--- src/rtl/uart_receiver.sv ---
// UART receive path: 2-flop synchroniser, mid-bit sampling on an oversampled tick,
// with configurable data length, parity and stop bits, and per-frame error flags.
module uart_receiver #(
  parameter int OVERSAMPLE = 16
) (
  input  logic       rx_tick,
  input  logic       reset,
  input  logic       rx,
  input  logic [3:0] frame_length,
  input  logic       parity_en,
  input  logic       parity_type,
  input  logic       stop2,
  output logic [7:0] rx_dout,
  output logic       rx_done,
  output logic       parity_error,
  output logic       frame_error
);

  localparam int TW = $clog2(OVERSAMPLE);
  localparam logic [TW-1:0] TICK_MID  = TW'(OVERSAMPLE / 2 - 1);
  localparam logic [TW-1:0] TICK_LAST = TW'(OVERSAMPLE - 1);

  typedef enum logic [2:0] {IDLE, START, DATA, PARITY, STOP} state_t;

  state_t          state_reg;
  logic            rx_meta_reg;
  logic            rx_s_reg;
  logic            rx_prev_reg;
  logic [TW-1:0]   tick_reg;
  logic [2:0]      bit_reg;
  logic [2:0]      last_bit_reg;
  logic            par_en_reg;
  logic            par_type_reg;
  logic            stop2_reg;
  logic            stop_cnt_reg;
  logic [7:0]      shift_reg;
  logic            par_acc_reg;
  logic            perr_reg;
  logic            ferr_reg;

  logic [2:0] len_m1;
  logic       bit_tick;

  // Out-of-range lengths fall back to a full byte.
  assign len_m1   = (frame_length == 4'd0 || frame_length > 4'd8) ? 3'd7 : 3'(frame_length - 4'd1);
  assign bit_tick = (tick_reg == TICK_LAST);

  always_ff @(posedge rx_tick or posedge reset) begin
    if (reset) begin
      state_reg    <= IDLE;
      rx_meta_reg  <= 1'b1;
      rx_s_reg     <= 1'b1;
      rx_prev_reg  <= 1'b1;
      tick_reg     <= '0;
      bit_reg      <= '0;
      last_bit_reg <= '0;
      par_en_reg   <= 1'b0;
      par_type_reg <= 1'b0;
      stop2_reg    <= 1'b0;
      stop_cnt_reg <= 1'b0;
      shift_reg    <= '0;
      par_acc_reg  <= 1'b0;
      perr_reg     <= 1'b0;
      ferr_reg     <= 1'b0;
      rx_dout      <= '0;
      rx_done      <= 1'b0;
      parity_error <= 1'b0;
      frame_error  <= 1'b0;
    end else begin
      rx_meta_reg <= rx;
      rx_s_reg    <= rx_meta_reg;
      rx_prev_reg <= rx_s_reg;
      rx_done     <= 1'b0;

      case (state_reg)
        IDLE: begin
          // Edge-triggered arming, so a held-low line cannot re-trigger.
          if (rx_prev_reg && !rx_s_reg) begin
            state_reg <= START;
            tick_reg  <= '0;
          end
        end

        START: begin
          if (tick_reg == TICK_MID) begin
            tick_reg <= '0;
            if (rx_s_reg) begin
              state_reg <= IDLE;
            end else begin
              last_bit_reg <= len_m1;
              par_en_reg   <= parity_en;
              par_type_reg <= parity_type;
              stop2_reg    <= stop2;
              bit_reg      <= '0;
              shift_reg    <= '0;
              par_acc_reg  <= 1'b0;
              perr_reg     <= 1'b0;
              ferr_reg     <= 1'b0;
              state_reg    <= DATA;
            end
          end else begin
            tick_reg <= tick_reg + 1'b1;
          end
        end

        DATA: begin
          if (bit_tick) begin
            tick_reg           <= '0;
            shift_reg[bit_reg] <= rx_s_reg;
            par_acc_reg        <= par_acc_reg ^ rx_s_reg;
            if (bit_reg == last_bit_reg) begin
              stop_cnt_reg <= 1'b0;
              state_reg    <= par_en_reg ? PARITY : STOP;
            end else begin
              bit_reg <= bit_reg + 3'd1;
            end
          end else begin
            tick_reg <= tick_reg + 1'b1;
          end
        end

        PARITY: begin
          if (bit_tick) begin
            tick_reg  <= '0;
            perr_reg  <= par_acc_reg ^ rx_s_reg ^ par_type_reg;
            state_reg <= STOP;
          end else begin
            tick_reg <= tick_reg + 1'b1;
          end
        end

        STOP: begin
          if (bit_tick) begin
            tick_reg <= '0;
            if (!rx_s_reg) ferr_reg <= 1'b1;
            // Report at the last stop midpoint and re-arm half a bit early.
            if (stop_cnt_reg == stop2_reg) begin
              rx_dout      <= shift_reg;
              parity_error <= perr_reg;
              frame_error  <= ferr_reg | ~rx_s_reg;
              rx_done      <= 1'b1;
              state_reg    <= IDLE;
            end else begin
              stop_cnt_reg <= 1'b1;
            end
          end else begin
            tick_reg <= tick_reg + 1'b1;
          end
        end

        default: state_reg <= IDLE;
      endcase
    end
  end

endmodule

--- config.mk ---
export PLATFORM = sky130hd
export DESIGN_NAME = uart_receiver
export DESIGN_NICKNAME = d
export VERILOG_FILES = /design/src/rtl/uart_receiver.sv
export SDC_FILE = /design/constraint.sdc
export NUM_CORES = 1
export LEC_CHECK = 0
export CAP_MARGIN = 40
export CORE_ASPECT_RATIO = 1.25
export CORE_MARGIN = 2
export CORE_UTILIZATION = 25
export CTS_CLUSTER_DIAMETER = 200
export DETAILED_ROUTE_END_ITERATION = 10
export PLACE_DENSITY_LB_ADDON = 0.3
export SKIP_CTS_REPAIR_TIMING = 1
export SLEW_MARGIN = 20
export SYNTH_ARGS = -nofsm -noshare
export SYNTH_HDL_FRONTEND = slang
export SYNTH_SLANG_ARGS = --single-unit
export TNS_END_PERCENT = 5
--- constraint.sdc ---
create_clock -name rx_tick -period 1.9 [get_ports rx_tick]
set_input_delay 0.285 -clock rx_tick [delete_from_list [all_inputs] [get_ports rx_tick]]
set_output_delay 0.285 -clock rx_tick [all_outputs]
set_load 0.02 [all_outputs]
-- Word level (Yosys, flattened, before mapping)
Index checks and enable logic that the tools add are counted.
- $add $sub $neg: 3
- $lt $le $gt $ge: 3
- equal/unequal tests: 19
- mux-type cells: 44
- bitwise operators: 4
- reductions and logical operators: 21
- operators by type and width (cell ; number):
    $mux W3 ; 13
    $mux W8 ; 3
    $ne A2 B2 Y1 const B ; 11
    $pmux W8 S2 ; 1
    $pmux W3 S5 ; 1
    $reduce_and A5 Y1 ; 3
    $mux W1 ; 14
    $mux W4 ; 3
    $pmux W4 S3 ; 1
    $bwmux W8 ; 1
    $pmux W1 S2 ; 4
    $reduce_and A4 Y1 ; 2
    $reduce_bool A2 Y1 ; 4
    $reduce_and A7 Y1 ; 1
    $eq A3 B2 Y1 const B ; 2
    $pmux W3 S2 ; 1
    $reduce_and A3 Y1 ; 2
    $add A4 B1 Y4 const B ; 1
    $eq A4 B3 Y1 const B ; 1
    $eq A4 B4 Y1 const B ; 1
    $gt A4 B4 Y1 const B ; 1
    $logic_not A4 Y1 ; 1
    $lt A3 B4 Y1 const B ; 1
    $add A3 B1 Y3 const B ; 1
    other kinds (18) ; 20
- bits in registers: 42

-- Longest topological paths before layout
Gate-level depths: netlist (run 1).
- depth in word-level cells: 7
- mapped depth: 7
- mapped depth without buffers: 6

-- Worst setup path before layout (run 1)
OpenSTA, ideal clock, no wires.
- kind: register -> register
- start: register tick_reg[0]
- end: register bit_reg[0]
- library setup time: 125 ps
- arrival time: 1609 ps
- data required time: 1775 ps
- slack: 167 ps
- stages on the path, launching flop included: 7
- period minus slack after synthesis: 1733 ps
- cell sequence: dfrtp_1 -> ha_1 -> and3_1 -> buf_2 -> o221a_2 -> o21ai_2 -> mux2_2
- cells in the longest elaborated chain, start to end: 3
- ends and longest elaborated chain (what ; line ; RTL):
    from (decl) ; 29 ; logic [TW-1:0] tick_reg;
    from (signal assigned) ; 102 ; tick_reg <= tick_reg + 1'b1;
    from (signal assigned) ; 118 ; tick_reg <= tick_reg + 1'b1;
    from (signal assigned) ; 128 ; tick_reg <= tick_reg + 1'b1;
    $eq A4 B4 Y1 or $eq A4 B3 Y1 (tied branches) ; 46, 85 ;
    $ne A2 B2 Y1 (no source line) ; n/a ;
    $reduce_and A5 Y1 (no source line) * ; n/a ;
    to (signal assigned) ; 115 ; bit_reg <= bit_reg + 3'd1;
    to (decl) ; 30 ; logic [2:0] bit_reg;
Mark *: on every way between the ends. The rest lies on a longest branch, timed or not.
A chain may end at the register's enable or synchronous reset.

-- Worst setup path after layout (run 1)
- start: register tick_reg[0]
- end: register state_reg[2]
- cells in the longest elaborated chain, start to end: 3
- ends and longest elaborated chain (what ; line ; RTL):
    $eq A4 B4 Y1 or $eq A4 B3 Y1 (tied branches) ; 46, 85 ;
    $ne A2 B2 Y1 (no source line) ; n/a ;
    $reduce_and A7 Y1 (no source line) * ; n/a ;
    to (signal assigned) ; 113 ; state_reg <= par_en_reg ? PARITY : STOP;
    to (decl) ; 25 ; state_t state_reg;
Marks and branches as above.

==> results.toml, run 1 <==
[finish]
regArea_um2 = 1055
multiInputGateArea_um2 = 1021
diodes = 0
drive_gt1_share_pct = 17.97
area_growth_pct = 26.37
fillers = 902
fin_nets = 268

[timing]
hold_viol_final = 0
tightest_slew_ns = 0.5677
fin_ws_ns = 0.1216
whs_ns = 0.2812
skew_ns = 0.01454
slew_viol_final = 0
rsz0062_at_grt = "no"
fin_crit_sh_pct = 93.60
post-route-min-period_ns = 1.778
setup_viol = 0
fmax_mhz = 562.3
tns_ns = 0
worst_slew_margin_rel_pct = 61.92

[clock_tree]
cts_tree = "done"
clock-root-buffer = "clkbuf_8"
htreeDepth = 2
numCtsBuffers = 5
clock_sinks = 42
clkLatencyLatePin_ns = 0.30
cts_buffer_depth = 2
clk_pin_slew_worst_paths_ns = 0.08

[global_route]
grt_pass1_vias = 1676
antenna_found_initial = 0
grt_pass1_wl_um = 8238
use_met1_pct = 14.46
grtUsageMet2_pct = 17.97
grtUsageTotal_pct = 11.02
grt_overflow = 0
grt_start_max_net_pins = 30
grt_use_met3_pct = 1.832
top_usage_layer = "met2"

[yosys]
synthCells = 223
synth-seq-cells = 42
synthArstFlopShare_pct = 100.0
synth_common_cells = "39 x dfrtp_1, 25 x o21ai_0, 19 x nand2_1, 18 x inv_1, 14 x nor2_1"
synth_largest_area_cell = "dfrtp_1"
ys_seq_area_share_pct = 48.23
synth.distinct_cells = 53
synthTopCellsByArea = "dfrtp_1 45%, o21ai_0 5.7%, dfstp_2 3.6%"
synth_nets = 236
synth_edf_count = 0
syn_area_um2 = 2187
dominantRegCellSynth = "dfrtp_1"
yosysMostFrequentCell = "dfrtp_1"
synth_area_per_cell_um2 = 9.808
yosysTopAreaCellShare_pct = 44.62
yosys_warnings = 0

[worst_setup_path]
rrSetupSlack_ns = 0.12
crit_arrival_ns = 1.97
required_ns = 2.09
cp_max_fo = 6
rr_worst_depth = 6
startpoint_type = "flip-flop"
cp-end-kind = "flip-flop"
critical_path_class = "flip-flop to flip-flop"

[placed_design]
io_buffers = 20
gp_congestion = 0.8335
post-dp-hpwl_um = 3511
dp_slack_ns = 0.06008

[pwr]
ir_drop_uv = 398.0
powerDensity_nw_per_um2 = 1224
design_power_total_mw = 3.384
leakage_nw = 1.145

[route]
detail_route.vias_per_cell = 4.580
drc = 0
avgRoutedWirePerCell_um = 12.46
ant_nets = 0
wirelength_um = 4684
dr.first_iter.drc_count = 110
first_pass_iters = 4
via_count = 1722

[floorplanning]
die-height_um = 108.6
io_pins = 21
dieWidth_um = 87.66
dieArea_um2 = 9518
start_util_pct = 25.41
rows = 38
core_area_um2 = 8606

[hold_path]
hold_path_class = "input pin to async pin"

[outcome]
status = "completed"

[job]
cap_violations = 0
## through the flow
| step | utilization [%] | area (µm²) | cells |
|---|---|---|---|
| 2_1_floorplan | - | 2187 | 223 |
| 6_report | 32.12 | 2764 | 376 |
| 4_1_cts | 31.97 | 2751 | 376 |
| 3_3_place_gp | 30.37 | 2614 | 368 |
| 5_1_grt | 32.12 | 2764 | 376 |
| 3_5_place_dp | 30.37 | 2614 | 368 |
## kinds of logic after synthesis
group | synth area share (%)
AO/OA/AOI/OAI | 19.79
multiplexers | 3.833
AND/OR/NAND/NOR | 17.56
buffers and inverters | 5.663
XOR/XNOR | 3.204
flip-flops | 48.23
adder cells (fa/ha/maj) | 1.716
## report_power, final
group	leakage [nW]	switching (mW)	total (mW)	internal, mW
Sequential	0.546	0.141	1.19	1.05
Clock	0.0683	0.342	0.869	0.527
Combinational	0.531	0.730	1.32	0.593
Total	1.14	1.21	3.38	2.17
## path summary, 6_finish.rpt
path,endpoint,start
min in group rx_tick,rx_s_reg,rx_meta_reg
worst min register to register,rx_s_reg,rx_meta_reg
worst max-delay path,state_reg[2],tick_reg[0]
worst min-delay path,tick_reg[2],reset
worst max register to register,state_reg[2],tick_reg[0]
max in group asynchronous,shift_reg[6],reset
## metal layers
metal  share of wire [%]  up-vias
met5                   0        -
met1                  45      836
li1                    -      855
met4                 1.5        0
met3                 2.3        5
met2                  51       26
## layout make-up
| cell class | count | share of cell area [%] |
|---|---|---|
| clock inverters | 3 | 2.490 |
| repair buffers | 36 | 12.04 |
| multi-input cells | 152 | 36.94 |
| flip-flops and latches | 42 | 38.16 |
| clock buffers | 5 | 2.490 |
| inverters | 18 | 2.445 |
| well taps | 120 | 5.432 |
## critical path, stage by stage, from the launching register on
cell      delay (ns)
dfrtp_1         0.40
ha_2            0.23
and3_2          0.26
buf_4           0.14
nor2_2          0.04
a211oi_2        0.23
mux2_2          0.37
## placed cells by master (no fill, tap or decap), drive strengths merged, types with 3 or more instances in the layout
cell / count
nand3: 6
dfstp: 3
nor3: 5
mux2: 5
a32oi: 4
xnor2: 7
o21ai: 26
nand2: 19
inv: 17
buf: 16
dfrtp: 39
nand2b: 4
nor2b: 6
clkdlybuf4s50: 20
o211ai: 3
a21oi: 12
nor2: 15
ha: 3
clkbuf: 5
Note: power is estimated with default switching activity, not from simulation.
==> run 2: changes to the inputs <==
--- a/config.mk
+++ b/config.mk
@@ -13,6 +13,7 @@
 export DETAILED_ROUTE_END_ITERATION = 10
 export PLACE_DENSITY_LB_ADDON = 0.3
 export SKIP_CTS_REPAIR_TIMING = 1
+export SKIP_LAST_GASP = 1
 export SLEW_MARGIN = 20
 export SYNTH_ARGS = -nofsm -noshare
 export SYNTH_HDL_FRONTEND = slang
==> run 2 against run 1 <==
Compared with the run above:
- maximum frequency decreased by 1.1%
- sequential share of layout area hardly changed
- register-to-register slack worse by 0.02 ns
- worst hold slack gained 0.0026 ns
- worst setup slack lost 0.019 ns
- global-route usage unchanged
- flip-flop and latch count is the same
- power down 0.16%
- clock power barely moved
- clock skew barely moved
- design area hardly changed
==> results.toml, run 2 (synthesis results as in run 1) <==
[outcome]
status = "completed"

[finish]
final_cell_mix = "39 x dfrtp_1, 25 x o21ai_0, 20 x clkdlybuf4s50_1, 19 x nand2_1, 17 x inv_1"
drive_gt1_share_pct = 17.58
regArea_um2 = 1055
final_common_cell = "dfrtp_1"
area_growth_pct = 26.26
diodes = 0
fillers = 903
multiInputGateArea_um2 = 1018
fin_nets = 268
final_util_pct = 32.09
finalNonFillerCells = 376

[worst_setup_path]
cp_slowest_cell = "dfrtp_1"
cp-end-kind = "flip-flop"
startpoint_type = "flip-flop"
required_ns = 2.09
crit_arrival_ns = 1.99
cp_max_fo = 6
cpPeakStageDelay_ns = 0.39
critical_path_class = "flip-flop to flip-flop"
worstPathCellList = "ha_1 -> and3_2 -> buf_4 -> nor2_2 -> a211oi_2 -> mux2_2"

[floorplanning]
rows = 38
start_util_pct = 25.41
io_pins = 21
core_area_um2 = 8606
dieWidth_um = 87.66
die-height_um = 108.6
dieArea_um2 = 9518

[route]
wirelength_um = 4674
drc = 0
ant_nets = 0
dr.first_iter.drc_count = 111
detail_route.vias_per_cell = 4.580
avgRoutedWirePerCell_um = 12.43
first_pass_iters = 4
via_count = 1722

[clock_tree]
clock_sinks = 42
numCtsBuffers = 5
cts_tree = "done"
clkLatencyLatePin_ns = 0.30
clock-root-buffer = "clkbuf_8"
htreeDepth = 2
clk_pin_slew_worst_paths_ns = 0.09
cts_buffer_depth = 2

[timing]
tightest_slew_ns = 0.5754
slew_viol_final = 0
setup_viol = 0
post-route-min-period_ns = 1.798
fin_crit_sh_pct = 94.62
whs_ns = 0.2838
skew_ns = 0.01411
fmax_mhz = 556.2
hold_viol_final = 0
worst_slew_margin_rel_pct = 61.40
tns_ns = 0
rsz0062_at_grt = "yes"

[global_route]
grtUsageTotal_pct = 11.02
grt_start_max_net_pins = 30
grt_overflow = 0
grt_pass1_vias = 1676
grt_pass1_wl_um = 8238
antenna_found_initial = 0

[pwr]
powerDensity_nw_per_um2 = 1224
leakage_nw = 1.147
ir_drop_uv = 397.7

[job]
cap_violations = 0

[placed_design]
post-dp-hpwl_um = 3511
dp_cells = 368
io_buffers = 20
gp_congestion = 0.8335

[hold_path]
hold_path_class = "input pin to async pin"
[run 2: cell counts in the layout (fill, tap and decap cells not counted)]
No cell type changed its count.
[run 2: area by class of cell]
cell class	count	area share, %
well taps	120	5.437
inverters	18	2.447
multi-input cells	152	36.88
clock inverters	3	2.492
clock buffers	5	2.492
flip-flops and latches	42	38.20
repair buffers	36	12.05
[run 2: critical path, delay by kind of cell (launching register included)]
kind | cells | cell delay [ns]
DFF | 1 | 0.39
adders and majority gates | 1 | 0.24
buffers and inverters | 1 | 0.14
muxes | 1 | 0.37
and+or+nand+nor | 2 | 0.31
AOI/OAI and AO/OA | 1 | 0.23
[run 2: stage by stage]
step	cell area (µm²)	worst slack [ns]	power [mW]
global route	2761	-0.02125	3.627
detailed placement	2614	0.06008	2.534
finish	2761	0.1022	3.379
global placement	2614	0.1052	2.529
CTS	2751	0.04850	3.424
floorplan	2187	0.1666	2.147
[run 2: path summary, 6_finish.rpt]
| kind | start | to | slack, ns | cells past startpoint |
|---|---|---|---|---|
| worst max register to register | tick_reg[0] | state_reg[2] | 0.10 | 6 |
| max in group asynchronous | reset | shift_reg[6] | 1.13 | 3 |
| worst min register to register | rx_meta_reg | rx_s_reg | 0.36 | 0 |
| worst min-delay path | reset | tick_reg[2] | 0.28 | 2 |
| min in group rx_tick | rx_meta_reg | rx_s_reg | 0.36 | 0 |
| worst max-delay path | tick_reg[0] | state_reg[2] | 0.10 | 6 |
[run 2: per-layer routing]
layer | part of all wire (%) | vias up | track usage [%]
li1 | - | 854 | -
met1 | 45 | 832 | 14.46
met2 | 51 | 29 | 17.97
met3 | 2.3 | 7 | 1.832
met4 | 1.9 | 0 | 4.286
met5 | 0 | - | 0
[run 2: power by group]
| part | leakage, nW | switching, mW | internal, mW |
|---|---|---|---|
| clock | 0.0683 | 0.342 | 0.527 |
| sequential | 0.546 | 0.140 | 1.05 |
| combinational | 0.532 | 0.729 | 0.590 |
| total | 1.15 | 1.21 | 2.17 |
==> run 3: changes to the inputs <==
--- a/config.mk
+++ b/config.mk
@@ -7,7 +7,6 @@
 export LEC_CHECK = 0
 export CAP_MARGIN = 40
 export CORE_ASPECT_RATIO = 1.25
-export CORE_MARGIN = 2
 export CORE_UTILIZATION = 25
 export CTS_CLUSTER_DIAMETER = 200
 export DETAILED_ROUTE_END_ITERATION = 10
==> run 3 against run 2 <==
Compared with the run above:
- non-clock buffer count unchanged
- largest power group unchanged
- maximum frequency increased by 0.51%
- utilization increased by 0.11 points
- flip-flop and latch count unchanged
- sequential share of layout area increased by 0.90 points
- register-to-register slack about the same
- highest routed layer unchanged
- global-route usage decreased by 0.082 points
- combinational power about the same
==> results.toml, run 3 (synthesis results as in run 1) <==
[outcome]
status = "completed"

[global_route]
grt_overflow = 0
grt_pass1_wl_um = 7741
grt_pass1_vias = 1586
antenna_found_initial = 0
grt_start_max_net_pins = 43
grtUsageTotal_pct = 10.94

[finish]
area_growth_pct = 23.34
fin_nets = 268
diodes = 0
drive_gt1_share_pct = 17.19
final_cell_mix = "39 x dfrtp_1, 25 x o21ai_0, 20 x clkdlybuf4s50_1, 19 x nand2_1, 17 x inv_1"
final_cell_area_um2 = 2698
final_common_cell = "dfrtp_1"

[placed_design]
gp_congestion = 0.8701
io_buffers = 20
dp_slack_ns = 0.08300
post-dp-hpwl_um = 3319
dpl-instance-area_um2 = 2610

[worst_setup_path]
r2r-start = "tick_reg[0]"
cp_slowest_cell = "dfrtp_1"
cpPeakStageDelay_ns = 0.39
startpoint_type = "flip-flop"
required_ns = 2.08
crit_buf_inv = 1
cp_max_fo = 6
cp-end-kind = "flip-flop"
rrSetupSlack_ns = 0.11
regToRegEndpoint = "state_reg[2]"
worstPathCellList = "ha_1 -> and3_2 -> buf_4 -> nor2_2 -> a211oi_2 -> mux2_2"
crit_arrival_ns = 1.97
rr_worst_depth = 6
critical_path_class = "flip-flop to flip-flop"
crit_family = "flip-flops"

[timing]
worst_slew_margin_rel_pct = 69.65
skew_ns = 0.01018
setup_viol = 0
slew_viol_final = 0
fin_crit_sh_pct = 94.14
fin_ws_ns = 0.1114
hold_viol_final = 0
tns_ns = 0
fmax_mhz = 559.1
rsz0062_at_grt = "yes"
post-route-min-period_ns = 1.789
tightest_slew_ns = 0.4515

[clock_tree]
clkLatencyLatePin_ns = 0.29
cts_tree = "done"
clock_sinks = 42
clk_pin_slew_worst_paths_ns = 0.08
clock-root-buffer = "clkbuf_8"
htreeDepth = 2
cts_buffer_depth = 2
numCtsBuffers = 5

[route]
drc = 0
dr.first_iter.drc_count = 56
via_count = 1685
wirelength_um = 4472
first_pass_iters = 4
avgRoutedWirePerCell_um = 11.99
ant_nets = 0
detail_route.vias_per_cell = 4.517

[pwr]
power_frac_seq_pct = 38.7
comb_power_share_pct = 42.8
p_clk_share_pct = 18.5
design_power_total_mw = 3.067
switching_share_pct = 37.96
ir_drop_uv = 386.8
leakage_nw = 1.122
p_int_mw = 1.903
switchingPower_mw = 1.164
powerDensity_nw_per_um2 = 1137

[floorplanning]
die-height_um = 106.6
dieArea_um2 = 9129
start_util_pct = 26.10
rows = 37
dieWidth_um = 85.66
io_pins = 21
core_area_um2 = 8379

[hold_path]
hold_path_class = "input pin to async pin"

[job]
cap_violations = 0
==> run 3: cell types whose count changed in the layout (fill, tap and decap cells not counted) <==
cell,previous run,this run
bufinv_16,2,0
clkbuf_1,0,1
clkinv_2,0,1
nor4_2,0,1
nor4_4,1,0
==> run 3: cell type report <==
class                           count  area [µm²]
Timing Repair Buffer               36       332.8
Fill cell                         888        5682
Clock buffer                        6       72.57
Inverter                           18       67.56
Multi-Input combinational cell    152        1010
Clock inverter                      2       13.76
Sequential cell                    42        1055
Tap cell                          117       146.4
==> run 3: per-layer routing <==
layer | track usage (%) | vias to the layer above | share of wire, %
li1 | - | 856 | -
met1 | 14.02 | 794 | 47
met2 | 17.83 | 33 | 49
met3 | 2.463 | 2 | 3.3
met4 | 4.286 | 0 | 1.3
met5 | 0 | - | 0
==> run 3: how the worst max path moves through the flow <==
| stage | start | end | slack, ns | cells past startpoint |
|---|---|---|---|---|
| 3_3_place_gp | tick_reg[0] | state_reg[2] | 0.12 | 6 |
| 6_report | tick_reg[0] | state_reg[2] | 0.11 | 6 |
| 4_1_cts | tick_reg[0] | state_reg[2] | 0.06 | 6 |
| 2_1_floorplan | tick_reg[0] | bit_reg[0] | 0.17 | 6 |
| 5_1_grt | state_reg[0] | shift_reg[4] | -0.02 | 4 |
| 3_5_place_dp | tick_reg[0] | state_reg[2] | 0.08 | 6 |
==> run 3: worst register-to-register path, delay by kind of cell (launching register included) <==
kind	cells	cell delay [ns]
mux	1	0.37
buf+inv	1	0.14
compound gates	1	0.23
simple gates	2	0.31
fa+ha+maj	1	0.24
flops	1	0.39
==> run 3: stage by stage <==
step           util (%)  std cells  hold slack (ns)
2_1_floorplan         -        223           0.2895
3_5_place_dp      31.15        365           0.3472
5_1_grt           32.19        373           0.3576
4_1_cts           32.18        373           0.3370
3_3_place_gp      31.15        365           0.3456
6_report          32.19        373           0.3215
==> run 3: power by group through the flow <==
stage / registers [mW] / logic, mW / clock network, mW
final: 1.19 / 1.31 / 0.568
after global routing: 1.21 / 1.47 / 0.641
after CTS: 1.19 / 1.32 / 0.602
after detailed placement: 1.21 / 1.32 / 0
after global placement: 1.20 / 1.31 / 0
after floorplan: 1.16 / 0.984 / 0
